## config.mk

```make
export PLATFORM = sky130hd
export DESIGN_NAME = rpn_stack_ctrl
export DESIGN_NICKNAME = d
export VERILOG_FILES = /design/src/rtl/rpn_pkg.sv /design/src/rtl/rpn_alu.sv /design/src/rtl/rpn_stack_ctrl.sv
export SDC_FILE = /design/constraint.sdc
export NUM_CORES = 1
export LEC_CHECK = 0
export CAP_MARGIN = 40
export CORE_MARGIN = 2
export CORE_UTILIZATION = 60
export DETAILED_ROUTE_END_ITERATION = 10
export PLACE_DENSITY = 0.92
export SLEW_MARGIN = 20
export SYNTH_ARGS = -nofsm -noshare
export SYNTH_HDL_FRONTEND = slang
export SYNTH_HIERARCHICAL = 1
export SYNTH_SLANG_ARGS = --single-unit
```

## constraint.sdc

```tcl
create_clock -name clock -period 5.92 [get_ports clock]
set_input_delay 1.184 -clock clock [delete_from_list [all_inputs] [get_ports clock]]
set_output_delay 1.184 -clock clock [all_outputs]
set_load 0.05 [all_outputs]
```

## src/rtl/rpn_pkg.sv

```systemverilog
// Shared definitions for the RPN stack controller: token kinds, FSM states,
// and the depth-counter width helper.
package rpn_pkg;

  localparam logic [2:0] K_NUM     = 3'd0;
  localparam logic [2:0] K_ADD     = 3'd1;
  localparam logic [2:0] K_SUB     = 3'd2;
  localparam logic [2:0] K_AND     = 3'd3;
  localparam logic [2:0] K_OR      = 3'd4;
  localparam logic [2:0] K_XOR     = 3'd5;
  localparam logic [2:0] K_EMIT    = 3'd6;
  localparam logic [2:0] K_ILLEGAL = 3'd7;

  typedef enum logic [3:0] {
    S_IDLE,
    S_PUSH,
    S_POP_B,
    S_POP_A,
    S_CALC,
    S_POP_R,
    S_CAP_R,
    S_OUT,
    S_ERR,
    S_FLUSH
  } state_t;

  // Bits needed to count 0..depth inclusive.
  function automatic int unsigned depth_width(input int unsigned depth);
    return $clog2(depth + 1);
  endfunction

endpackage

```

## src/rtl/rpn_alu.sv

```systemverilog
// Combinational binary operator for RPN tokens; a is the deeper operand.
module rpn_alu
  import rpn_pkg::*;
#(
  parameter int unsigned WIDTH = 32
) (
  input  logic [2:0]       kind,
  input  logic [WIDTH-1:0] a,
  input  logic [WIDTH-1:0] b,
  output logic [WIDTH-1:0] result
);

  always_comb begin
    result = '0;
    case (kind)
      K_ADD:   result = a + b;
      K_SUB:   result = a - b;
      K_AND:   result = a & b;
      K_OR:    result = a | b;
      K_XOR:   result = a ^ b;
      default: result = '0;
    endcase
  end

endmodule

```

## src/rtl/rpn_stack_ctrl.sv

```systemverilog
// RPN token controller driving an external push/pop Stack: sequences operand
// pops, ALU ops, result pushes and EMIT reads, with depth tracking and errors.
module rpn_stack_ctrl
  import rpn_pkg::*;
#(
  parameter  int unsigned WIDTH = 32,
  parameter  int unsigned DEPTH = 8,
  localparam int unsigned DW    = depth_width(DEPTH)
) (
  input  logic             clock,
  input  logic             reset,
  input  logic             io_tok_valid,
  output logic             io_tok_ready,
  input  logic [2:0]       io_tok_kind,
  input  logic [WIDTH-1:0] io_tok_value,
  output logic             io_res_valid,
  input  logic             io_res_ready,
  output logic [WIDTH-1:0] io_res_bits,
  output logic             io_error,
  input  logic             io_clear,
  output logic [DW-1:0]    io_depth,
  output logic             io_stk_en,
  output logic             io_stk_push,
  output logic             io_stk_pop,
  output logic [WIDTH-1:0] io_stk_dataIn,
  input  logic [WIDTH-1:0] io_stk_dataOut
);

  state_t           state;
  logic [2:0]       kind;
  logic [WIDTH-1:0] wr;
  logic [WIDTH-1:0] b;
  logic [WIDTH-1:0] alu_result;
  logic [DW-1:0]    depth_after;

  assign io_stk_dataIn = wr;

  rpn_alu #(.WIDTH(WIDTH)) u_alu (
    .kind  (kind),
    .a     (io_stk_dataOut),
    .b     (b),
    .result(alu_result)
  );

  // Occupancy once the Stack command issued this cycle has taken effect.
  always_comb begin
    depth_after = io_depth;
    if (io_stk_en && io_stk_push)
      depth_after = io_depth + DW'(1);
    else if (io_stk_en && io_stk_pop)
      depth_after = io_depth - DW'(1);
  end

  always_ff @(posedge clock) begin
    if (reset) begin
      state        <= S_IDLE;
      kind         <= K_NUM;
      wr           <= '0;
      b            <= '0;
      io_depth     <= '0;
      io_error     <= 1'b0;
      io_res_valid <= 1'b0;
      io_res_bits  <= '0;
      io_tok_ready <= 1'b1;
      io_stk_en    <= 1'b0;
      io_stk_push  <= 1'b0;
      io_stk_pop   <= 1'b0;
    end else begin
      io_stk_en   <= 1'b0;
      io_stk_push <= 1'b0;
      io_stk_pop  <= 1'b0;
      if (io_clear && state != S_FLUSH) begin
        // Let any in-flight Stack command land so the count stays exact.
        io_depth     <= depth_after;
        io_error     <= 1'b0;
        io_res_valid <= 1'b0;
        io_tok_ready <= 1'b0;
        state        <= S_FLUSH;
        if (depth_after != '0) begin
          io_stk_en  <= 1'b1;
          io_stk_pop <= 1'b1;
        end
      end else begin
        case (state)
          S_IDLE: begin
            if (io_tok_valid) begin
              kind <= io_tok_kind;
              case (io_tok_kind)
                K_NUM: begin
                  if (io_depth == DW'(DEPTH)) begin
                    io_error <= 1'b1;
                    state    <= S_ERR;
                  end else begin
                    wr           <= io_tok_value;
                    io_tok_ready <= 1'b0;
                    io_stk_en    <= 1'b1;
                    io_stk_push  <= 1'b1;
                    state        <= S_PUSH;
                  end
                end
                K_ADD, K_SUB, K_AND, K_OR, K_XOR: begin
                  if (io_depth < DW'(2)) begin
                    io_error <= 1'b1;
                    state    <= S_ERR;
                  end else begin
                    io_tok_ready <= 1'b0;
                    io_stk_en    <= 1'b1;
                    io_stk_pop   <= 1'b1;
                    state        <= S_POP_B;
                  end
                end
                K_EMIT: begin
                  if (io_depth == '0) begin
                    io_error <= 1'b1;
                    state    <= S_ERR;
                  end else begin
                    io_tok_ready <= 1'b0;
                    io_stk_en    <= 1'b1;
                    io_stk_pop   <= 1'b1;
                    state        <= S_POP_R;
                  end
                end
                default: begin
                  io_error <= 1'b1;
                  state    <= S_ERR;
                end
              endcase
            end
          end
          S_POP_B: begin
            io_depth   <= depth_after;
            io_stk_en  <= 1'b1;
            io_stk_pop <= 1'b1;
            state      <= S_POP_A;
          end
          S_POP_A: begin
            io_depth <= depth_after;
            b        <= io_stk_dataOut;
            state    <= S_CALC;
          end
          S_CALC: begin
            wr          <= alu_result;
            io_stk_en   <= 1'b1;
            io_stk_push <= 1'b1;
            state       <= S_PUSH;
          end
          S_PUSH: begin
            io_depth     <= depth_after;
            io_tok_ready <= 1'b1;
            state        <= S_IDLE;
          end
          S_POP_R: begin
            io_depth <= depth_after;
            state    <= S_CAP_R;
          end
          S_CAP_R: begin
            io_res_bits  <= io_stk_dataOut;
            io_res_valid <= 1'b1;
            state        <= S_OUT;
          end
          S_OUT: begin
            if (io_res_ready) begin
              io_res_valid <= 1'b0;
              io_tok_ready <= 1'b1;
              state        <= S_IDLE;
            end
          end
          S_ERR: begin
            io_tok_ready <= 1'b1;
          end
          S_FLUSH: begin
            io_depth <= depth_after;
            if (depth_after == '0) begin
              io_tok_ready <= 1'b1;
              state        <= S_IDLE;
            end else begin
              io_stk_en  <= 1'b1;
              io_stk_pop <= 1'b1;
            end
          end
          default: begin
            io_tok_ready <= 1'b1;
            state        <= S_IDLE;
          end
        endcase
      end
    end
  end

endmodule
```

==> results of run 1 <==
-- cells in the mapped netlist (12+ instances only) --
cell	instances	area share, %
a22oi_1	25	2.1
inv_1	75	3.1
nand2_1	200	8.2
nand2b_1	14	0.96
xnor2_1	45	4.3
o21ai_0	81	4.4
nor2_1	85	3.5
mux2i_1	40	4.4
ha_1	99	14
a21o_1	12	0.99
a21oi_1	114	6.2
dfxtp_1	113	25
nor3_1	13	0.71
xor2_1	17	1.6
clkbuf_1	43	1.8
a211oi_2	28	3.8
buf_2	16	0.88
-- sequential cells by signal (all words and copies together), names as in the netlist --
register	flops
io_stk_pop	1
io_stk_dataIn	32
io_res_bits	32
io_tok_ready	1
io_res_valid	1
io_stk_push	1
io_depth	4
b	32
state	4
io_stk_en	1
kind	3
io_error	1
-- where the power goes --
| group | switching (mW) | internal [mW] | total, mW |
|---|---|---|---|
| combinational | 0.339 | 0.220 | 0.559 |
| sequential | 0.0331 | 0.780 | 0.813 |
| clock | 0.364 | 0.658 | 1.02 |
-- per-stage QoR --
step                      utilization (%)  instances  hold WS [ps]
after floorplan                         -       1196         453.0
after global placement              70.73       1474         441.3
after detailed placement            70.88       1477         445.8
after CTS                           74.81       1509         452.9
after global routing                75.05       1511         464.7
final                               75.05       1511         452.4
-- area by class of cell --
class	count	area, um^2
multi-input cells	939	6302
fillers	1078	3751
flip-flops and latches	113	2263
repair buffers	163	1604
clock buffers	22	484.2
inverters	76	285.3
well taps	188	235.2
clock inverters	10	107.6
-- per-layer routing --
layer | part of all wire, % | wire length (um) | global-route usage (%) | vias up
met3 | 7.5 | 2005 | 6.491 | 63
met2 | 49 | 13070 | 56.28 | 460
met4 | 2.8 | 738 | 14.29 | 0
met5 | 0 | 0 | 0 | -
li1 | - | - | - | 4421
met1 | 41 | 10980 | 39.65 | 4401
-- how the worst max path moves through the flow --
stage / slack, ps / start / end / cells past startpoint
2_1_floorplan: 1960 / kind[0] / io_stk_dataIn[28] / 17
4_1_cts: 1400 / b[4] / io_stk_dataIn[31] / 19
3_3_place_gp: 1550 / io_stk_dataOut[0] / io_stk_dataIn[28] / 14
5_1_grt: 1110 / b[4] / io_stk_dataIn[31] / 19
6_report: 1350 / b[4] / io_stk_dataIn[31] / 19
3_5_place_dp: 1470 / b[4] / io_stk_dataIn[31] / 19
-- cells by family (layout without fill, tap and decap cells) --
family	after synthesis	in the layout	share of synthesized area, %
flip-flops	113	113	24.74
AND/OR/NAND/NOR	385	385	19.03
XOR/XNOR	62	62	5.938
buffers and inverters	144	271	6.553
adder cells (fa/ha/maj)	100	100	13.76
AO/OA/AOI/OAI	352	352	25.60
multiplexers	40	40	4.378
-- critical path, cell delays in order (launching register included) --
cell and delay, ps:
dfxtp_1 350, nor4_1 550, nand4_1 260, nor3_2 360, nand2_1 130, nor2_1 240
and2_1 250, a41oi_1 150, xnor2_1 160, ha_1 320, inv_1 150, nor2_1 100
and4_1 220, a221oi_1 250, nand2_1 80, a31oi_1 260, xnor2_1 130, o21ai_0 180
mux2i_1 110, a211oi_2 210
==> impl_results.md, run 1 <==
* Post-DR wirelength/cell at 17.73 um
* Via count of the routed design at 9345
* Worst-case clock buffer depth at 2
* Period Utilization, post-route at between 70% and 80%
* Most frequent cells in the layout: nand2_1, clkdlybuf4s50_1, a21oi_1
* Syn nets at 1368
* Total track usage at around 33%
* Number of CTS-inserted buffers at 17
* MaxCap Viol Count at 0
* Post-cts sizing count at 0
* DP Wirelength at ~18000 um
* Synthesized area at 0.009145 mm^2
* Hold_sp: io_res_bits[24]
* Critical path class: reg2reg
* Synthesized area per cell at around 7.6 um^2
* Worst vdd ir at 0.1952 mV
* Hold-fix buffers at CTS at 0
* Post-synth top flop: dfxtp_1
* Crit start category: flop
* Worst flop-to-flop path startpoint: b[4]
* Area post-placement at 0.01066 mm^2
* Yosys reg bits at ~110
* Reg2Reg Depth at 19
* Worst skew pair latency at 430 ps
* Final GP Congestion at slightly below 1
* Async S/R FF share, synth at 0%
* 1st-pass router iterations at 6
* Crit-path max FO at 5
* Width of the die at 127.5 um
* Hold path cells at 2
* Effective utilization at floorplan at around three fifths
* Vias in the first global route at 8881
* PD cells at 212.2 mW/mm^2
* Worst Tran Pin Value at 840.1 ps
* Pre-CTS setup slack at 1471 ps
* Routed Antenna Nets at 0
* Synth warn at 6
* Antenna violations before repair at 0
* Io pins at 146
* # port buffers at 145
* # rows at 45
* DRC at 0
* Final min period at 4567 ps
* Hold Path Class: reg2reg
* Final Hold Fails at 0
* Crit path required time at 6270 ps
* Layout Skew at 6.404 ps
* Fmax at 0.2189 GHz
* Core area at 0.01503 mm^2
* Unrepaired setup endpoints after global routing: false
* Commonest non-fill, non-tap cell in the layout: nand2_1
* Leakage at 4.170 nW
* Postcts setup bufs at 0
* Post-synth EDFFs at 0
* R2r setup slk at 1350 ps
* Setup TNS at 0 ps
* CTS sink cnt at roughly 110
* Post-route setup slack at 1353 ps
* CTS clock-pin slew for the worst setup and hold paths at 60 ps
* Normalized max-slew margin at 43.48%
* Layout area overhead at 23.37%
* Share of cells above drive strength 1 at roughly 7.1%
* Status: finished, final reports clean
* Fin nets at 1482
* Synth Instances at about 1200
* CTS tree: built
* Crit path DAT at 4920 ps
* Die Area at 0.01624 mm^2
* Die Ht at about 130 um
* Hold Path Sink: io_res_bits[24]
* Post-synthesis cell type count at 73
* CTS root buf: clkbuf_16
* Largest net degree at the start of global routing at 75
* FF-to-FF End: io_stk_dataIn[31]
* Vias/cell at 6.185
* H-Tree Depth at 4
* Max-slew violations at 0
* Kind of end point of the critical path: flop
* Final setup viols at 0
* Design Power at 2.394 mW
* First-pass GRT wire length at 43170 um
* Initial DRC Count at approximately 720
* Remaining Overflow, GRT at 0
* Routed Wire Length at 26800 um
* Post-route cell area at 0.01128 mm^2
* Register area share after synthesis at 24.74%
* Number of diodes at 0
(Power assumes the default switching activity.)
==> run 2: changes to the inputs <==
- CORE_UTILIZATION: 60 -> 55
- PLACE_DENSITY: 0.92 -> 0.86
- clock period: 5.92 -> 4.7 ns (I/O delays scaled with it)
==> run 2 against run 1 <==
Sequential cell count unchanged. Hold slack improved by 0.69 ps. Die area increased by 8.8%. Via count decreased by 2.9%. Critical path depth increased by 1. Largest cell class unchanged. Highest routed layer unchanged. Clock power increased by 39%. Clock skew increased by 7.0 ps. First-iteration DRC count decreased by 6.1%. Count of clock-buffer cells in the layout decreased by 1. Maximum frequency increased by 5.6%.
==> impl_results.md, run 2 (synthesis gave the netlist of run 1 again) <==
* Status: finished, final reports clean
* Commonest non-fill, non-tap cell in the layout: nand2_1
* Combinational power share at 22.2% (-1.1 points)
* Sw frac at 29.60% (-1.2 points)
* Post-DR wirelength/cell at 17.02 um (-4.1%)
* Worst-case clock buffer depth at 2 (unchanged)
* Initial DRC Count at 678 (-6.1%)
* Period Utilization, post-route at 91.99% (+15 points)
* 1st-pass router iterations at 7 (+1)
* Leakage at 4.189 nW (+0.45%)
* Layout Skew at 13.45 ps (+7.042 ps)
* Clock network fraction of total power at 45.3% (+2.6 points)
* Fmax at 0.2313 GHz (+5.6%)
* Worst vdd ir at 0.2523 mV (+29%)
* Io pins at 146 (unchanged)
* Largest net degree at the start of global routing at 75 (unchanged)
* CP max stage cell: nor4_1
* PD cells at 276.0 mW/mm^2 (+30%)
* Fin Hold WS at 453.1 ps (+0.6880 ps)
* Most Crowded Layer GR: met2
* Share of cells above drive strength 1 at 6.954% (-0.15 points)
* Final Hold Fails at 0 (unchanged)
* Crit-path max cell delay at 400 ps (-150 ps)
* Crit-path max FO at 5 (unchanged)
* Area taken by multi-input logic gates at 0.006302 mm^2 (unchanged)
* Register area at 0.002263 mm^2 (unchanged)
* Crit path DAT at 4610 ps (-310 ps)
* Vias/cell at 5.882 (-4.9%)
* Pre-CTS setup slack at 479.1 ps (-991.9 ps)
* Cell-internal power at 2.208 mW (+33%)
* Sequential power share at 32.5% (-1.4 points)
* Via count of the routed design at 9076 (-2.9%)
* Width of the die at 132.9 um (+4.3%)
* CTS tree: built
* Max-slew violations at 0 (unchanged)
* # rows at 47 (+4.4%)
* Vias in the first global route at 8682 (-2.2%)
* Crit path required time at 4980 ps (-1290 ps)
* Fill cells at 1342 (+24%)
* Util after Layout at 69.27% (-5.8 points)
* Crit start category: flop
* CTS sink cnt at 113 (unchanged)
* Post-route setup slack at 376.7 ps (-975.9 ps)
* Final GP Congestion at 0.9921 (+3.0%)
* Number of diodes at 0 (unchanged)
* Kind of end point of the critical path: flop
* H-Tree Depth at 4 (unchanged)
* Most frequent cells in the layout: nand2_1, clkdlybuf4s50_1, a21oi_1
* Critical path buffers and inverters at 2 (+1)
* Fin nets at 1482 (unchanged)
* Routed Antenna Nets at 0 (unchanged)
* MaxCap Viol Count at 0 (unchanged)
* Post-route cell area at 0.01137 mm^2 (+0.74%)
* Worst skew pair latency at 430 ps (about the same)
* CTS root buf: clkbuf_16
* Core area at 0.01641 mm^2 (+9.1%)
* Met2 Use GR at 49.37% (-6.9 points)
* # port buffers at 145 (unchanged)
* Remaining Overflow, GRT at 0 (unchanged)
* Met1 Track Usage GR at 37.44% (-2.2 points)
* Hold Path Class: reg2reg
* DP Wirelength at 18410 um (+0.29%)
* CTS clock-pin slew for the worst setup and hold paths at 60 ps (about the same)
* Number of CTS-inserted buffers at 17 (unchanged)
* Final min period at 4323 ps (-244.1 ps)
* Psw at 0.9287 mW (+26%)
* Die Ht at 132.9 um (+4.3%)
* First-pass GRT wire length at 42720 um (-1.0%)
* M3 GR Usage at 5.670% (-0.82 points)
* Design Power at 3.137 mW (+31%)
* Critical path class: reg2reg
* Unrepaired setup endpoints after global routing: false
* Area post-placement at 0.01070 mm^2 (+0.45%)
* Normalized max-slew margin at 44.46% (+0.98 points)
* Hold-fix buffers at CTS at 0 (unchanged)
* Die Area at 0.01767 mm^2 (+8.8%)
* CP delay by family, top: simple AND/OR/NAND/NOR gates
* Setup TNS at 0 ps (unchanged)
* Layout area overhead at 24.29%
* DRC at 0 (unchanged)
* Final setup viols at 0 (unchanged)
* Antenna violations before repair at 0 (unchanged)
* Total track usage at 29.51% (-3.2 points)
* Final non-filler cell total at 1543 (+2.1%)
* CP Cell Sequence: nor4_1 > buf_4 > nand4_1 > nor3_2 > nand2_1 > nor2_1 > and2_1 > a21oi_1 > xnor2_1 > ha_1 > inv_1 > o21bai_1 > a21oi_1 > o21ai_0 > a31oi_1 > nor3_1 > a221oi_1 > nand2_1 > mux2i_1 > a211oi_2
* Worst Tran Pin Value at 831.1 ps (-8.958 ps)
* Effective utilization at floorplan at 55.74% (-5.1 points)
* Dpl cells at 1510 (+2.2%)
* Routed Wire Length at 26260 um (-2.0%)
* Postcts setup bufs at 0 (unchanged)
* Post-cts sizing count at 0 (unchanged)
## run 2: cell count changes in the layout (fill, tap and decap cells not counted), sizes merged
cell | previous run | this run
bufinv | 2 | 5
clkinvlp | 3 | 2
clkinv | 6 | 5
clkbuf | 22 | 21
## run 2: path summary, 6_finish.rpt
kind	to	depth (start not counted)	startpoint	slack [ps]
max	io_stk_dataIn[30]	20	b[4]	380
min	io_res_bits[17]	2	io_res_bits[17]	450
min reg2reg	io_res_bits[17]	2	io_res_bits[17]	450
max reg2reg	io_stk_dataIn[30]	20	b[4]	380
## run 2: power groups by stage
stage / Clock, mW / Sequential (mW) / Combinational [mW]
floorplan: 0 / 1.07 / 0.429
global placement: 0 / 1.04 / 0.663
detailed placement: 0 / 1.04 / 0.676
CTS: 1.44 / 1.02 / 0.683
global route: 1.48 / 1.03 / 0.753
finish: 1.42 / 1.02 / 0.695
## run 2: tightest hold or removal path, stage by stage (launching register included)
cell and delay, ps:
dfxtp_1 300, nand2_1 50, a21oi_1 50
## run 2: routing by layer
metal / wire (um) / vias to the layer above
li1: - / 4425
met1: 11380 / 4260
met2: 12650 / 343
met3: 1605 / 48
met4: 618 / 0
met5: 0 / -
## run 2: layout make-up
type                            count  share of cell area, %
Clock inverter                     11                  1.629
Tap cell                          220                  2.422
Timing Repair Buffer              163                  14.11
Sequential cell                   113                  19.91
Clock buffer                       21                  3.963
Inverter                           76                  2.510
Multi-Input combinational cell    939                  55.45
==> run 3: changes to the inputs <==
- clock period: 4.7 -> 4.13 ns (I/O delays scaled with it)
==> run 3 against run 2 <==
Clock power rose by 4%. Critical path depth fell by 1. Worst setup slack worse by 240 ps. Design area is 4.5% higher. Core utilization increased by 3.1 points. Global-route usage is 1.2 points higher. Sequential share of layout area is 0.84 points lower. Non-clock buffer count grew 56. Critical endpoint is now io_stk_dataIn[29]. Largest cell class unchanged. Largest power group unchanged.
==> impl_results.md, run 3 (synthesis gave the netlist of run 1 again) <==
* Met1 Track Usage GR at 38.27% (+0.82 points)
* Register area at 0.002266 mm^2 (+0.11%)
* Largest net degree at the start of global routing at 75 (unchanged)
* Leakage at 4.469 nW (+6.7%)
* Layout Skew at 9.206 ps (-4.239 ps)
* CTS clock-pin slew for the worst setup and hold paths at 50 ps (about the same)
* H-Tree Depth at 4 (unchanged)
* Worst skew pair latency at 430 ps (about the same)
* Fmax at 0.2506 GHz (+8.4%)
* DRC at 0 (unchanged)
* Final min period at 3990 ps (-333.4 ps)
* First-pass GRT wire length at 44480 um (+4.1%)
* Most Crowded Layer GR: met2
* Normalized max-slew margin at 44.80% (+0.34 points)
* Die Area at 0.01767 mm^2 (unchanged)
* CP Cell Sequence: or3_4 > or3_4 > nor3_4 > nand2_2 > nor2_4 > buf_4 > a41oi_2 > xnor2_1 > ha_1 > a21o_1 > a21oi_2 > o21bai_1 > a21oi_1 > o21bai_1 > o41ai_2 > xor2_1 > o221ai_1 > mux2i_1 > a211oi_2
* Met2 Use GR at 52.01% (+2.6 points)
* Routed Wire Length at 27670 um (+5.4%)
* CTS sink cnt at 113 (unchanged)
* MaxCap Viol Count at 0 (unchanged)
* DP Wirelength at 19340 um (+5.1%)
* Crit path required time at 4410 ps (-570 ps)
* Most frequent cells in the layout: nand2_1, clkdlybuf4s50_1, a21oi_1, dfxtp_1, ha_1
* R2r setup slk at 140 ps (-240 ps)
* Final setup viols at 0 (unchanged)
* Core area at 0.01641 mm^2 (unchanged)
* Area taken by multi-input logic gates at 0.006435 mm^2 (+2.1%)
* Io pins at 146 (unchanged)
* Post-DR wirelength/cell at 17.32 um (+1.8%)
* Share of cells above drive strength 1 at 12.48% (+5.5 points)
* Fin Hold WS at 450.3 ps (-2.729 ps)
* Initial DRC Count at 941 (+39%)
* Status: finished, final reports clean
* Hold path cells at 2 (unchanged)
* Fill cells at 1272 (-5.2%)
* Kind of end point of the critical path: flop
* Number of diodes at 0 (unchanged)
* Commonest non-fill, non-tap cell in the layout: nand2_1
* Die Ht at 132.9 um (unchanged)
* Layout area overhead at 29.88%
* Worst vdd ir at 0.3071 mV (+22%)
* Hold Path Sink: io_res_bits[18]
* Crit-path max cell delay at 390 ps (about the same)
* # rows at 47 (unchanged)
* Vias/cell at 5.927 (+0.76%)
* Util after Layout at 72.39% (+3.1 points)
* # port buffers at 145 (unchanged)
* Final GP Congestion at 0.9720 (-2.0%)
* CTS tree: built
* Width of the die at 132.9 um (unchanged)
* Crit-path max FO at 5 (unchanged)
* Hold_sp: io_res_bits[18]
* M3 GR Usage at 6.398% (+0.73 points)
* Via count of the routed design at 9471 (+4.4%)
* Antenna violations before repair at 0 (unchanged)
* Routed Antenna Nets at 0 (unchanged)
* PD cells at 294.8 mW/mm^2 (+6.8%)
* Worst Tran Pin Value at 826.0 ps (-5.112 ps)
* Hold Path Class: reg2reg
* Effective utilization at floorplan at 55.74% (unchanged)
* 1st-pass router iterations at 5 (-2)
* Remaining Overflow, GRT at 0 (unchanged)
* Worst flop-to-flop path startpoint: b[11]
* Number of CTS-inserted buffers at 17 (unchanged)
* CP max stage cell: or3_4
* Critical path class: reg2reg
* Fin nets at 1538 (+3.8%)
* Period Utilization, post-route at 96.61% (+4.6 points)
* Unrepaired setup endpoints after global routing: true
* Total track usage at 30.70% (+1.2 points)
* Final Hold Fails at 0 (unchanged)
* Worst-case clock buffer depth at 2 (unchanged)
* Max-slew violations at 0 (unchanged)
* Area post-placement at 0.01112 mm^2 (+3.9%)
* Post-route cell area at 0.01188 mm^2 (+4.5%)
* Crit start category: flop
* FF-to-FF End: io_stk_dataIn[29]
* CTS root buf: clkbuf_16
* Vias in the first global route at 9093 (+4.7%)
* Crit path DAT at 4270 ps (-340 ps)
* Reg2Reg Depth at 19 (-5.0%)
[run 3: critical path, delay by kind of cell, from the launching register on]
family	cells	cell delay [ps]
adders and majority gates	1	350
muxes	1	180
AOI/OAI and AO/OA	9	1300
xor gates and xnor gates	2	330
and+or+nand+nor	5	1220
buffers and inverters	1	130
DFF	1	340
[run 3: cell type report]
type                       instances  share of cell area [%]
tap                              220                   2.318
multi-input combinational        939                   54.18
sequential                       113                   19.08
clock inverter                     5                  0.6320
clock buffer                      26                   4.287
inverter                          76                   2.402
timing repair buffer             219                   17.11
[run 3: metrics by stage]
stage	total power, mW	setup TNS, ps	setup slack [ps]	instances
floorplan	1.703	0	171.8	1196
global placement	1.978	0	105.3	1560
detailed placement	2.004	0	26.59	1562
CTS	3.482	0	25.50	1593
global route	3.637	-104.0	-40.04	1598
finish	3.501	0	140.0	1598
[run 3: timing repair]
action | CTS | global route
hold buffers | 0 | 0
gates cloned | 0 | 0
setup endpoints to repair | 1 | 11
gates resized for setup | 1 | 35
setup buffers | 0 | 5
pin swaps | 0 | 12
[run 3: worst max path at each step]
stage	from	end	slack, ps
2_1_floorplan	kind[0]	io_stk_dataIn[28]	170
3_3_place_gp	b[4]	io_stk_dataIn[29]	110
3_5_place_dp	b[11]	io_stk_dataIn[28]	30
4_1_cts	b[11]	io_stk_dataIn[28]	30
5_1_grt	b[3]	io_stk_dataIn[31]	-40
6_report	b[11]	io_stk_dataIn[29]	140
[run 3: power by group]
group / internal [mW] / switching, mW
sequential: 1.12 / 0.0432
combinational: 0.359 / 0.505
clock: 0.961 / 0.516
[run 3: routing by layer]
layer / share of wire, % / up-vias / routed length [um]
met4: 2.2 / 0 / 615
met5: 0 / - / 0
met3: 7.1 / 53 / 1956
met1: 42 / 4477 / 11690
li1: - / 4539 / -
met2: 48 / 402 / 13420
